<file path="src/rtl/ysyx_22040750_lsu_pkg.sv">
// Shared store-aligner types. The hi/shi/cross entry fields exist only with
// YSYX_22040750_ST_SPLIT_EN defined.
package ysyx_22040750_lsu_pkg;

  localparam int unsigned LSU_DATA_W = 64;
  localparam int unsigned LSU_ADDR_W = 32;
  localparam int unsigned LSU_STRB_W = LSU_DATA_W / 8;

  typedef enum logic [1:0] {
    SZ_B = 2'd0,
    SZ_H = 2'd1,
    SZ_W = 2'd2,
    SZ_D = 2'd3
  } st_size_e;

  typedef enum logic {
    S_LO = 1'b0,
    S_HI = 1'b1
  } st_state_e;

  // One queued store, already lane-positioned at push time.
  typedef struct packed {
    logic [LSU_ADDR_W-1:0] addr;
    logic [LSU_DATA_W-1:0] lo;
    logic [LSU_STRB_W-1:0] slo;
`ifdef YSYX_22040750_ST_SPLIT_EN
    logic [LSU_DATA_W-1:0] hi;
    logic [LSU_STRB_W-1:0] shi;
    logic                  cross;
`endif
  } st_entry_t;

endpackage

</file>
<file path="src/rtl/ysyx_22040750_st_lane_shift.sv">
// Combinational lane positioner for one store; the upper (hi) half is produced
// only with YSYX_22040750_ST_SPLIT_EN defined.
module ysyx_22040750_st_lane_shift
  import ysyx_22040750_lsu_pkg::*;
#(
  parameter int unsigned DATA_W = 64
) (
  input  logic [$clog2(DATA_W/8)-1:0] I_off,
  input  logic [1:0]                  I_size,
  input  logic [DATA_W-1:0]           I_data,
  output logic [DATA_W-1:0]           O_lo,
  output logic [DATA_W/8-1:0]         O_slo,
`ifdef YSYX_22040750_ST_SPLIT_EN
  output logic [DATA_W-1:0]           O_hi,
  output logic [DATA_W/8-1:0]         O_shi,
`endif
  output logic                        O_cross
);

  localparam int unsigned B = DATA_W / 8;

  logic [B-1:0]      bmask_s;
  logic [DATA_W-1:0] dmask_s;
  logic [2*B-1:0]    swide_s;

  // Byte mask of the first n bytes; n saturates at B because i never reaches B.
  always_comb begin
    bmask_s = '0;
    dmask_s = '0;
    for (int i = 0; i < int'(B); i++) begin
      if (i < (32'sd1 <<< I_size)) begin
        bmask_s[i]        = 1'b1;
        dmask_s[8*i +: 8] = 8'hFF;
      end else begin
        bmask_s[i]        = 1'b0;
        dmask_s[8*i +: 8] = 8'h00;
      end
    end
  end

  assign swide_s = {{B{1'b0}}, bmask_s} << I_off;
  assign O_slo   = swide_s[B-1:0];
  assign O_cross = |swide_s[2*B-1:B];

`ifdef YSYX_22040750_ST_SPLIT_EN
  logic [2*DATA_W-1:0] dwide_s;
  assign dwide_s = {{DATA_W{1'b0}}, (I_data & dmask_s)} << {I_off, 3'b000};
  assign O_lo    = dwide_s[DATA_W-1:0];
  assign O_hi    = dwide_s[2*DATA_W-1:DATA_W];
  assign O_shi   = swide_s[2*B-1:B];
`else
  assign O_lo    = (I_data & dmask_s) << {I_off, 3'b000};
`endif

endmodule

</file>
<file path="src/rtl/ysyx_22040750_st_align_buf.sv">
// Store aligner and request queue. With YSYX_22040750_ST_SPLIT_EN defined,
// bus-word-crossing stores become two beats; otherwise they are dropped and flagged.
module ysyx_22040750_st_align_buf
  import ysyx_22040750_lsu_pkg::*;
#(
  parameter int unsigned DATA_W = 64,
  parameter int unsigned ADDR_W = 32,
  parameter int unsigned DEPTH  = 2
) (
  input  logic                I_sys_clk,
  input  logic                I_rst_n,
  input  logic                I_req_valid,
  output logic                O_req_ready,
  input  logic [ADDR_W-1:0]   I_req_addr,
  input  logic [DATA_W-1:0]   I_req_data,
  input  logic [1:0]          I_req_size,
  output logic                O_wr_valid,
  input  logic                I_wr_ready,
  output logic [ADDR_W-1:0]   O_wr_addr,
  output logic [DATA_W-1:0]   O_wr_data,
  output logic [DATA_W/8-1:0] O_wr_strb,
  output logic                O_misalign,
  output logic                O_busy
);

  localparam int unsigned B     = DATA_W / 8;
  localparam int unsigned OFF_W = $clog2(B);
  localparam int unsigned PTR_W = $clog2(DEPTH);
  localparam int unsigned CNT_W = PTR_W + 1;
  localparam logic [CNT_W-1:0] FULL_CNT = CNT_W'(DEPTH);

  st_entry_t          mem_q [DEPTH];
  st_entry_t          mem_d [DEPTH];
  st_entry_t          new_s;
  st_entry_t          head_s;
  logic [PTR_W-1:0]   wr_ptr_q, wr_ptr_d, rd_ptr_q, rd_ptr_d;
  logic [CNT_W-1:0]   cnt_q, cnt_d;
  logic [DATA_W-1:0]  lo_s;
  logic [B-1:0]       slo_s;
  logic               cross_s;
  logic               req_ready_s, wr_valid_s, push_s, hs_s, enq_s, pop_s;
  logic [ADDR_W-1:0]  wr_addr_s;
  logic [DATA_W-1:0]  wr_data_s;
  logic [B-1:0]       wr_strb_s;

`ifdef YSYX_22040750_ST_SPLIT_EN
  logic [DATA_W-1:0]  hi_s;
  logic [B-1:0]       shi_s;
  st_state_e          state_q, state_d;
`else
  logic               misalign_q, misalign_d;
`endif

  ysyx_22040750_st_lane_shift #(.DATA_W(DATA_W)) u_lane_shift (
    .I_off   (I_req_addr[OFF_W-1:0]),
    .I_size  (I_req_size),
    .I_data  (I_req_data),
    .O_lo    (lo_s),
    .O_slo   (slo_s),
`ifdef YSYX_22040750_ST_SPLIT_EN
    .O_hi    (hi_s),
    .O_shi   (shi_s),
`endif
    .O_cross (cross_s)
  );

  assign head_s = mem_q[rd_ptr_q];

  // Ready depends on occupancy only, so a full queue refuses even during a pop.
  always_comb begin
    req_ready_s = (cnt_q < FULL_CNT);
    wr_valid_s  = (cnt_q != '0);
    push_s      = I_req_valid && req_ready_s;
    hs_s        = wr_valid_s && I_wr_ready;
`ifdef YSYX_22040750_ST_SPLIT_EN
    enq_s       = push_s;
    pop_s       = hs_s && ((state_q == S_HI) || !head_s.cross);
`else
    enq_s       = push_s && !cross_s;
    pop_s       = hs_s;
    misalign_d  = push_s && cross_s;
`endif
    wr_ptr_d    = wr_ptr_q + PTR_W'(enq_s);
    rd_ptr_d    = rd_ptr_q + PTR_W'(pop_s);
    cnt_d       = cnt_q + CNT_W'(enq_s) - CNT_W'(pop_s);
  end

  always_comb begin
    new_s       = '0;
    new_s.addr  = LSU_ADDR_W'({I_req_addr[ADDR_W-1:OFF_W], {OFF_W{1'b0}}});
    new_s.lo    = LSU_DATA_W'(lo_s);
    new_s.slo   = LSU_STRB_W'(slo_s);
`ifdef YSYX_22040750_ST_SPLIT_EN
    new_s.hi    = LSU_DATA_W'(hi_s);
    new_s.shi   = LSU_STRB_W'(shi_s);
    new_s.cross = cross_s;
`endif
    mem_d = mem_q;
    if (enq_s) begin
      mem_d[wr_ptr_q] = new_s;
    end else begin
      mem_d[wr_ptr_q] = mem_q[wr_ptr_q];
    end
  end

  always_ff @(posedge I_sys_clk or negedge I_rst_n) begin
    if (!I_rst_n) begin
      mem_q    <= '{default: '0};
      wr_ptr_q <= '0;
      rd_ptr_q <= '0;
      cnt_q    <= '0;
    end else begin
      mem_q    <= mem_d;
      wr_ptr_q <= wr_ptr_d;
      rd_ptr_q <= rd_ptr_d;
      cnt_q    <= cnt_d;
    end
  end

`ifdef YSYX_22040750_ST_SPLIT_EN
  always_ff @(posedge I_sys_clk or negedge I_rst_n) begin
    if (!I_rst_n) begin
      state_q <= S_LO;
    end else begin
      state_q <= state_d;
    end
  end

  always_comb begin
    state_d = state_q;
    case (state_q)
      S_LO: begin
        if (hs_s && head_s.cross) state_d = S_HI;
        else                      state_d = S_LO;
      end
      S_HI: begin
        if (hs_s) state_d = S_LO;
        else      state_d = S_HI;
      end
      default: state_d = S_LO;
    endcase
  end
`else
  always_ff @(posedge I_sys_clk or negedge I_rst_n) begin
    if (!I_rst_n) begin
      misalign_q <= 1'b0;
    end else begin
      misalign_q <= misalign_d;
    end
  end
`endif

  // Beat outputs are forced to zero whenever nothing is queued.
  always_comb begin
    wr_addr_s = '0;
    wr_data_s = '0;
    wr_strb_s = '0;
    if (wr_valid_s) begin
`ifdef YSYX_22040750_ST_SPLIT_EN
      if (state_q == S_HI) begin
        wr_addr_s = ADDR_W'(head_s.addr) + ADDR_W'(B);
        wr_data_s = DATA_W'(head_s.hi);
        wr_strb_s = B'(head_s.shi);
      end else begin
        wr_addr_s = ADDR_W'(head_s.addr);
        wr_data_s = DATA_W'(head_s.lo);
        wr_strb_s = B'(head_s.slo);
      end
`else
      wr_addr_s = ADDR_W'(head_s.addr);
      wr_data_s = DATA_W'(head_s.lo);
      wr_strb_s = B'(head_s.slo);
`endif
    end else begin
      wr_addr_s = '0;
      wr_data_s = '0;
      wr_strb_s = '0;
    end
  end

  assign O_req_ready = req_ready_s;
  assign O_wr_valid  = wr_valid_s;
  assign O_busy      = wr_valid_s;
  assign O_wr_addr   = wr_addr_s;
  assign O_wr_data   = wr_data_s;
  assign O_wr_strb   = wr_strb_s;
`ifdef YSYX_22040750_ST_SPLIT_EN
  assign O_misalign  = 1'b0;
`else
  assign O_misalign  = misalign_q;
`endif

endmodule

</file>
<file path="config.mk">
export PLATFORM = sky130hd
export DESIGN_NAME = ysyx_22040750_st_align_buf
export DESIGN_NICKNAME = d
export VERILOG_FILES = /design/src/rtl/ysyx_22040750_lsu_pkg.sv /design/src/rtl/ysyx_22040750_st_lane_shift.sv /design/src/rtl/ysyx_22040750_st_align_buf.sv
export SDC_FILE = /design/constraint.sdc
export NUM_CORES = 1
export LEC_CHECK = 0
export BUFFER_PORTS_ARGS = -buffer_cell sky130_fd_sc_hd__buf_2
export CAP_MARGIN = 20
export CORE_AREA = 2 2 167 185
export CTS_BUF_LIST = sky130_fd_sc_hd__clkbuf_8
export DETAILED_ROUTE_END_ITERATION = 8
export DIE_AREA = 0 0 169 187
export PLACE_DENSITY = 0.59
export SETUP_SLACK_MARGIN = 0.1
export SLEW_MARGIN = 20
export SYNTH_ARGS = -nofsm -noshare
export SYNTH_HDL_FRONTEND = slang
export SYNTH_SLANG_ARGS = --single-unit
</file>
<file path="constraint.sdc">
create_clock -name I_sys_clk -period 1.9 [get_ports I_sys_clk]
set_clock_uncertainty 0.2 [all_clocks]
set_input_delay 0.38 -clock I_sys_clk [delete_from_list [all_inputs] [get_ports I_sys_clk]]
set_output_delay 0.38 -clock I_sys_clk [all_outputs]
set_load 0.01 [all_outputs]
</file>
==> out/qor.csv, run 1 <==
metric;value;unit
crit_arrival;1860;ps
clock-sinks;213;
drt-wirelength-per-cell;21.8;um
timing.rr.start;cnt_q[1];
start_util;39.1;%
synth_xor_area_share;0.299;%
core_area;30000;um^2
avgSynthCellArea;10.6;um^2
synth_compound_area_share;15.4;%
top_usage_layer;met2;
yosys_warnings;0;
slew_viol_final;0;
grt_use_met1;33.0;%
cts_inserted_buffers;40;
dieHeight;187;um
cts_tree;built;
synth_edf_count;0;
antenna_cells;0;
rr_worst_depth;10;
crit_type;reg -> out;
rsz0062_at_grt;true;
fp-row-count;67;
grt_pass1_wl;59500;um
cts_buffer_depth;3;
swShare;36.2;%
synth.yosys.seq_area_share;45.5;%
wl;41600;um
htreeDepth;2;
max_slew.worst_pin.slew;649;ps
pwr-share-comb;52.8;%
yosys.area_share.simple;9.06;%
clkTransAtPathRegs;70;ps
pin_count;210;
final.setup.tns;-82620;ps
syn_nets;1209;
p_sw;0.00973;W
grt.total_usage;24.2;%
synth-seq-cells;213;
ys_types;44;
powerDensity;1520;nW/um^2
final_nets;1602;
dieArea;31600;um^2
leakage;8.43;nW
setup_slack;-545;ps
outcome;complete, but fails checks;
intPower;0.0172;W
finalHoldViolations;0;
place_hpwl;26900;um
grt_max_degree;49;
vias_per_cell;5.54;
drcViolationCount;0;
synthAdderAreaFrac;0.213;%
drive_above_1_share;49.1;%
max_freq;409;MHz
regToRegEndpoint;mem_q[104];
p_total;0.0269;W
use_met2;38.9;%
endpoint_kind;primary output;
root_buffer;clkbuf_8;
syn_area;11700;um^2
grt_pass1_vias;10300;
worstPathRequired;1320;ps
postSynthCellCount;1105;
register_area;5330;um^2
die_x;169;um
finalCritPeriodShare;129;%
synth_top_family_by_area;multiplexers;
finalInstanceArea;17800;um^2
syn2layout_area_growth;51.5;%
use_met3;4.21;%
worst-path-max-fanout;6;
r2r_slack;-270;ps
slew_headroom;56.3;%
setup_viol;305;
violations;negative setup slack;
clk_latency;540;ps
post-place-ws;-462;ps
firstDrtPassIters;5;
overflow;0;
hold_class;in -> async;
fin_crit;2440;ps
multi_input_area;6850;um^2
synthMuxAreaShare;24.6;%
fill_cells;2483;
p_clk_share;18.0;%
vdd_drop_max;0.000857;V
port_buffers;209;
drtIter0Drc;870;
place_area;14600;um^2
synthArstFlopShare;100;%
p_seq_share;29.1;%
dr_total_vias;10600;
ant_nets;0;
startpoint_type;flop;
max_cap_violations;0;
place_congestion;0.908;
synth-main-ff-cell;dfrtp_1;
antenna_found_initial;1;
==> registers in the layout, summed over array words and instances (netlist names) <==
| signal | cells |
|---|---|
| wr_ptr_q | 1 |
| mem_q | 208 |
| O_misalign | 1 |
| rd_ptr_q | 1 |
| cnt_q | 2 |
==> cell families (layout without fill, tap and decap cells) <==
logic type	Yosys count	count (layout)
flip-flops	213	213
XOR/XNOR	4	4
multiplexers	259	259
buffers and inverters	113	537
AO/OA/AOI/OAI	294	294
AND/OR/NAND/NOR	220	220
adder cells (fa/ha/maj)	2	2
==> worst max-delay path, stage by stage, from the launching register on <==
cell	delay, ps
dfrtp_1	400
buf_6	130
nor2_4	120
buf_8	150
buf_12	150
clkbuf_16	160
nor2_1	50
buf_2	140
==> power groups by stage <==
stage	registers, W	clock network, W	logic [W]
6_report	0.00784	0.00485	0.0142
5_1_grt	0.00808	0.00517	0.0151
4_1_cts	0.00768	0.00496	0.0122
3_5_place_dp	0.00766	0	0.0108
3_3_place_gp	0.00761	0	0.0107
2_1_floorplan	0.00734	0	0.00699
==> area by class of cell <==
class	count	share of cell area (%)
Sequential cell	213	30.0
Tap cell	379	2.67
Timing Repair Buffer	457	23.6
Multi-Input combinational cell	779	38.6
Inverter	7	0.148
Clock inverter	19	0.789
Clock buffer	54	4.19
==> layout by cell type, fill, tap and decap left out, types with 10 or more instances in the layout <==
cell type / n
mux2i_2: 18
nand2_1: 18
mux2_2: 24
o21ai_1: 12
mux2_4: 122
nor2b_1: 10
dfrtp_1: 212
o31ai_4: 13
clkbuf_8: 55
or2_2: 10
buf_6: 27
mux2i_1: 84
buf_4: 125
inv_1: 18
a21oi_1: 42
nor2_4: 11
mux2i_4: 11
o31ai_1: 14
a221oi_1: 15
nor2_1: 83
o21ai_2: 11
buf_12: 38
buf_16: 11
nor2_2: 28
and2_1: 16
a32oi_1: 16
clkbuf_16: 15
dlygate4sd3_1: 38
buf_2: 194
o21ai_0: 128
==> cell usage after synthesis, drive strengths merged (2+ instances only) <==
cell type	n	area share, %
buf	59	3.3
xnor2	3	0.22
dfrtp	213	45
a221o	9	0.77
nor3	7	0.30
a32oi	16	1.2
nor2	124	4.2
nand2b	4	0.21
a21oi	43	1.8
nor2b	11	0.59
nand3	9	0.38
and3b	9	0.67
o21ai	151	6.4
clkbuf	47	1.5
a2bb2oi	2	0.15
o211ai	10	0.73
mux2	146	15
a211oi	3	0.19
nand2	19	0.61
o31ai	32	2.0
and2	17	0.91
ha	2	0.21
nand3b	7	0.45
mux2i	113	9.6
inv	7	0.22
a221oi	15	1.1
or2	12	0.64
o221ai	8	0.60
==> what timing repair did <==
item / 4_1_cts / 5_1_grt
hold endpoints to repair: 285 / 0
hold buffers: 38 / 0
gates resized for setup: 68 / 153
pin swaps: 6 / 22
setup buffers: 14 / 15
setup endpoints to repair: 284 / 317
gates cloned: 9 / 19
==> stage by stage <==
stage,std cells,utilization [%],hold WS (ps)
6_report,1908,59.2,98.2
4_1_cts,1875,55.3,90.4
3_3_place_gp,1741,48.8,134
5_1_grt,1908,59.2,107
3_5_place_dp,1741,48.8,134
2_1_floorplan,1105,-,-116
==> how the worst max path moves through the flow <==
stage / endpoint / slack [ps] / startpoint
global placement: cnt_q[1] / -460 / I_req_addr[0]
floorplan: cnt_q[1] / -260 / I_req_addr[0]
global route: O_wr_addr[17] / -600 / cnt_q[1]
finish: O_wr_addr[17] / -540 / cnt_q[1]
detailed placement: cnt_q[1] / -460 / I_req_addr[0]
CTS: O_wr_data[2] / -560 / rd_ptr_q
==> routing by layer <==
layer | routed length [um] | vias to the layer above
met2 | 19700 | 394
met1 | 17900 | 5265
li1 | - | 4811
met4 | 1390 | 2
met3 | 2540 | 100
met5 | 7 | -
Note: power is estimated with default switching activity, not from simulation.
==> run 2: changes to the inputs <==
- CTS_CLUSTER_SIZE: not set -> 24
- GPL_TIMING_DRIVEN: not set -> 0
==> run 2 against run 1 <==
  * The run still ends with negative setup slack left
  * Routed wire length rose by 8.6%
  * Clock power is 9.3% lower
  * Core utilization is 0.60 points higher
  * Sequential share of layout area fell by 0.31 points
  * Critical path type unchanged
==> out/qor.csv, run 2 (synthesis results as in run 1) <==
metric;value;unit
firstDrtPassIters;5;
largest_reg_flops;208;
min_to;mem_q[115];
timing.rr.start;cnt_q[1];
port_buffers;208;
grt.total_usage;26.5;%
cts_tree;built;
place_inst;1694;
antenna_cells;0;
startpoint_type;flop;
fill_cells;2468;
dieHeight;187;um
top_register;mem_q;
finalCritPeriodShare;130;%
htreeDepth;2;
place_area;13800;um^2
final_cell_mix;213 x buf_2, 211 x dfrtp_1, 122 x mux2_4;
drt-wirelength-per-cell;24.0;um
slowest_delay;430;ps
powerDensity;1520;nW/um^2
slew_viol_final;0;
die_x;169;um
grt_pass1_wl;64200;um
wl;45100;um
pin_count;210;
syn2layout_area_growth;53.0;%
core_area;30000;um^2
slew_headroom;17.1;%
violations;negative setup slack;
final_nets;1575;
stdcell_count;1877;
endpoint_kind;primary output;
reg_top3;mem_q: 208 flops, cnt_q: 2 flops;
rsz0062_at_grt;true;
ant_nets;0;
cp_slowest_cell;dfrtp_2;
grt_pass1_vias;10600;
regToRegEndpoint;mem_q[98];
fin_crit;2470;ps
place_congestion;0.983;
finalHoldViolations;0;
grt_max_degree;97;
dieArea;31600;um^2
drtIter0Drc;794;
overflow;0;
rr_worst_depth;10;
hold_class;in -> reg;
hold_depth;3;
clk_latency;540;ps
cts_buffer_depth;3;
outcome;complete, but fails checks;
hold_start;I_req_data[3];
place_hpwl;29700;um
fin_hold_ws;55.5;ps
root_buffer;clkbuf_8;
post-place-ws;-939;ps
setup_viol;317;
crit_family;buffers and inverters;
fp-row-count;67;
max_slew.worst_pin.slew;1240;ps
crit_type;reg -> out;
start_util;39.1;%
finalInstanceArea;17900;um^2
cp_common_cell;buf_12;
max_freq;405;MHz
cp_num_buf_inv;4;
layout.cells.most_common;buf_2;
drcViolationCount;0;
clock-sinks;213;
cts_inserted_buffers;39;
crit_arrival;1890;ps
path_cells;buf_12 -> buf_12 -> buf_12 -> mux2i_4 -> nor2_4 -> buf_6;
worst-path-max-fanout;10;
clkTransAtPathRegs;60;ps
leakage;8.39;nW
setup_slack;-570;ps
worstPathRequired;1320;ps
final_core_util;59.8;%
r2r_slack;-450;ps
drive_above_1_share;50.8;%
vdd_drop_max;0.000833;V
antenna_found_initial;0;
dr_total_vias;10700;
max_cap_violations;0;
vias_per_cell;5.71;
run 2: changes by cell type in the layout (fill, tap and decap cells not counted), sizes merged:
cell	change
clkinvlp	-3
clkbuf	+41
dlygate4sd3	-2
bufinv	-2
buf	-69
clkinv	+4
run 2: cell type report:
| class | instances | area, um^2 | area share [%] |
|---|---|---|---|
| multi-input cells | 779 | 7290 | 40.7 |
| flip-flops and latches | 213 | 5330 | 29.7 |
| repair buffers | 327 | 2910 | 16.3 |
| plain buffers | 104 | 1120 | 6.23 |
| clock buffers | 50 | 688 | 3.84 |
| well taps | 379 | 474 | 2.64 |
| clock inverters | 18 | 87.6 | 0.488 |
| inverters | 7 | 28.8 | 0.160 |
run 2: per-stage QoR:
step | power [W] | setup TNS (ps)
after floorplan | 0.0143 | -10220
after global placement | 0.0176 | -923940
after detailed placement | 0.0178 | -181180
after CTS | 0.0247 | -92120
after global routing | 0.0287 | -134600
final | 0.0273 | -118910
run 2: worst max path at each step:
stage	start	end	slack, ps	depth (start not counted)
floorplan	I_req_addr[0]	cnt_q[1]	-260	10
global placement	I_rst_n	mem_q[78]	-3510	1
detailed placement	cnt_q[1]	O_wr_data[57]	-940	5
CTS	rd_ptr_q	O_wr_data[49]	-560	5
global route	rd_ptr_q	O_wr_data[39]	-610	6
finish	rd_ptr_q	O_wr_data[39]	-570	6
run 2: power breakdown:
part	switching, W	internal, W
Sequential	0.00132	0.00655
Combinational	0.00679	0.00823
Clock	0.00203	0.00237
Total	0.0101	0.0172
run 2: timing repair:
item | 4_1_cts | 5_1_grt
endpoints found under the hold margin | 184 | 0
endpoints found under the setup margin | 317 | 317
setup buffers | 26 | 29
resized for setup | 183 | 347
gates cloned | 9 | 20
pin swaps | 11 | 74
hold buffers | 36 | 0
run 2: worst min-delay path, stage by stage:
cell and delay [ps]:
buf_2 160, nand2_1 160, o21ai_2 60
run 2: routing by layer:
layer / wire length [um] / global-route usage [%] / up-vias / part of all wire [%]
met3: 3320 / 4.93 / 133 / 7.3
met4: 1980 / 9.40 / 0 / 4.4
li1: - / - / 4754 / -
met2: 21100 / 42.5 / 522 / 47
met5: 0 / 0 / - / 0
met1: 18700 / 36.1 / 5304 / 41
==> run 3: changes to the inputs <==
- TNS_END_PERCENT: not set -> 50
==> run 3 against run 2 <==
  * The run still ends with negative setup slack left
  * Die area unchanged
  * Non-clock buffer count shrank 35
  * Clock power increased by 1%
  * Worst hold slack better by 4.3 ps
  * Fmax grew 1.2%
  * Via count down 2.7%
  * Sequential power decreased by 1%
  * Sequential cell count did not move
  * Count of clock-buffer cells in the layout is 1 lower
  * Sequential share of layout area is 2.7 points higher
  * Register-to-register slack improved by 130 ps
  * Critical path type unchanged
  * Critical endpoint is now O_wr_data[57]
==> out/qor.csv, run 3 (synthesis results as in run 1) <==
metric;value;unit
final_core_util;54.9;%
setup_viol;315;
drive_above_1_share;42.1;%
post-place-ws;-1370;ps
max_slew.worst_pin.slew;945;ps
cts_tree;built;
dieHeight;187;um
core_area;30000;um^2
overflow;0;
place_congestion;0.991;
rsz0062_at_grt;true;
slew_headroom;37.0;%
crit_family;buffers and inverters;
antenna_found_initial;0;
endpoint_kind;primary output;
vdd_drop_max;0.000776;V
outcome;complete, but fails checks;
fin_crit;2440;ps
grt_pass1_vias;10400;
leakage;7.81;nW
htreeDepth;2;
clk_latency;540;ps
grt_pass1_wl;64600;um
reg_top3;mem_q: 208 flops, cnt_q: 2 flops;
hold_class;in -> reg;
cp_num_buf_inv;3;
place_hpwl;29600;um
final_nets;1541;
drtIter0Drc;1012;
place_inst;1694;
p_total;0.0252;W
max_freq;410;MHz
layout.cells.most_common;buf_2;
top_register;mem_q;
wl;43200;um
place_area;13700;um^2
finalHoldViolations;0;
cp_common_cell;buf_12;
final_cell_mix;218 x buf_2, 211 x dfrtp_1, 121 x o21ai_0;
setup_slack;-540;ps
drcViolationCount;0;
violations;negative setup slack;
grt_max_degree;98;
slew_viol_final;0;
dr_total_vias;10400;
fill_cells;2655;
start_util;39.1;%
finalInstanceArea;16500;um^2
stdcell_count;1842;
syn2layout_area_growth;40.4;%
max_cap_violations;0;
finalCritPeriodShare;128;%
cts_buffer_depth;3;
r2r_slack;-320;ps
crit_arrival;1860;ps
antenna_cells;0;
cp_slowest_cell;dfrtp_2;
startpoint_type;flop;
cts_inserted_buffers;40;
worstPathRequired;1320;ps
path_cells;buf_12 -> buf_12 -> mux2i_2 -> nor2_2 -> buf_2;
grt.total_usage;26.7;%
port_buffers;208;
vias_per_cell;5.66;
fp-row-count;67;
powerDensity;1530;nW/um^2
crit_type;reg -> out;
worst-path-max-fanout;10;
root_buffer;clkbuf_8;
dieArea;31600;um^2
firstDrtPassIters;6;
pin_count;210;
ant_nets;0;
largest_reg_flops;208;
die_x;169;um
drt-wirelength-per-cell;23.4;um
clkTransAtPathRegs;60;ps
clock-sinks;213;
slowest_delay;470;ps
==> run 3: cell types whose count changed in the layout (fill, tap and decap cells not counted), moves of 13 or more <==
cell and delta:
buf_12 -21, o21ai_2 -68, buf_6 -13, o31ai_4 -27, o31ai_1 +19, o21ai_0 +59
clkbuf_16 -17
==> run 3: timing repair <==
| item | CTS | global route |
|---|---|---|
| pin swaps | 13 | 2 |
| endpoints found under the hold margin | 283 | 0 |
| gates resized for setup | 171 | 103 |
| hold buffers | 37 | 0 |
| setup endpoints to repair | 317 | 317 |
| gates cloned | 10 | 2 |
| buffers inserted | 29 | 4 |
==> run 3: through the flow <==
step | hold WS [ps] | setup TNS [ps]
after floorplan | -116 | -8690
after global placement | 269 | -930050
after detailed placement | 75.4 | -194760
after CTS | 15.5 | -92320
after global routing | 36.7 | -107770
final | 59.8 | -85890
==> run 3: final cells by class <==
cell class	count	area (um^2)	area share [%]
inverters	7	31.3	0.190
flip-flops and latches	213	5330	32.4
plain buffers	104	1000	6.10
repair buffers	292	2200	13.4
multi-input cells	779	6630	40.2
clock inverters	19	115	0.699
clock buffers	49	674	4.10
well taps	379	474	2.88
==> run 3: worst paths after layout <==
path,startpoint,end,cells after the start
max,rd_ptr_q,O_wr_data[57],5
min,I_wr_ready,rd_ptr_q,4
max reg2reg,cnt_q[0],cnt_q[1],12
min reg2reg,mem_q[160],mem_q[160],1
max in group asynchronous,I_rst_n,rd_ptr_q,3
min in group asynchronous,I_rst_n,mem_q[30],2
==> run 3: per-layer routing <==
| layer | up-vias | wire (um) | global-route usage [%] |
|---|---|---|---|
| li1 | 4676 | - | - |
| met1 | 5148 | 18700 | 37.4 |
| met2 | 490 | 19700 | 41.7 |
| met3 | 114 | 3090 | 4.59 |
| met4 | 0 | 1650 | 9.30 |
| met5 | - | 0 | 0 |
==> run 3: power breakdown <==
group	internal, W	leakage (nW)	switching [W]	total (W)
sequential	0.00655	2.72	0.00124	0.00779
clock	0.00246	0.445	0.00200	0.00446
combinational	0.00691	4.64	0.00601	0.0129
total	0.0159	7.81	0.00925	0.0252
==> run 3: tightest hold or removal path, stage by stage <==
cell and delay, ps:
buf_2 80, and2_4 150, buf_4 110, xor2_1 50
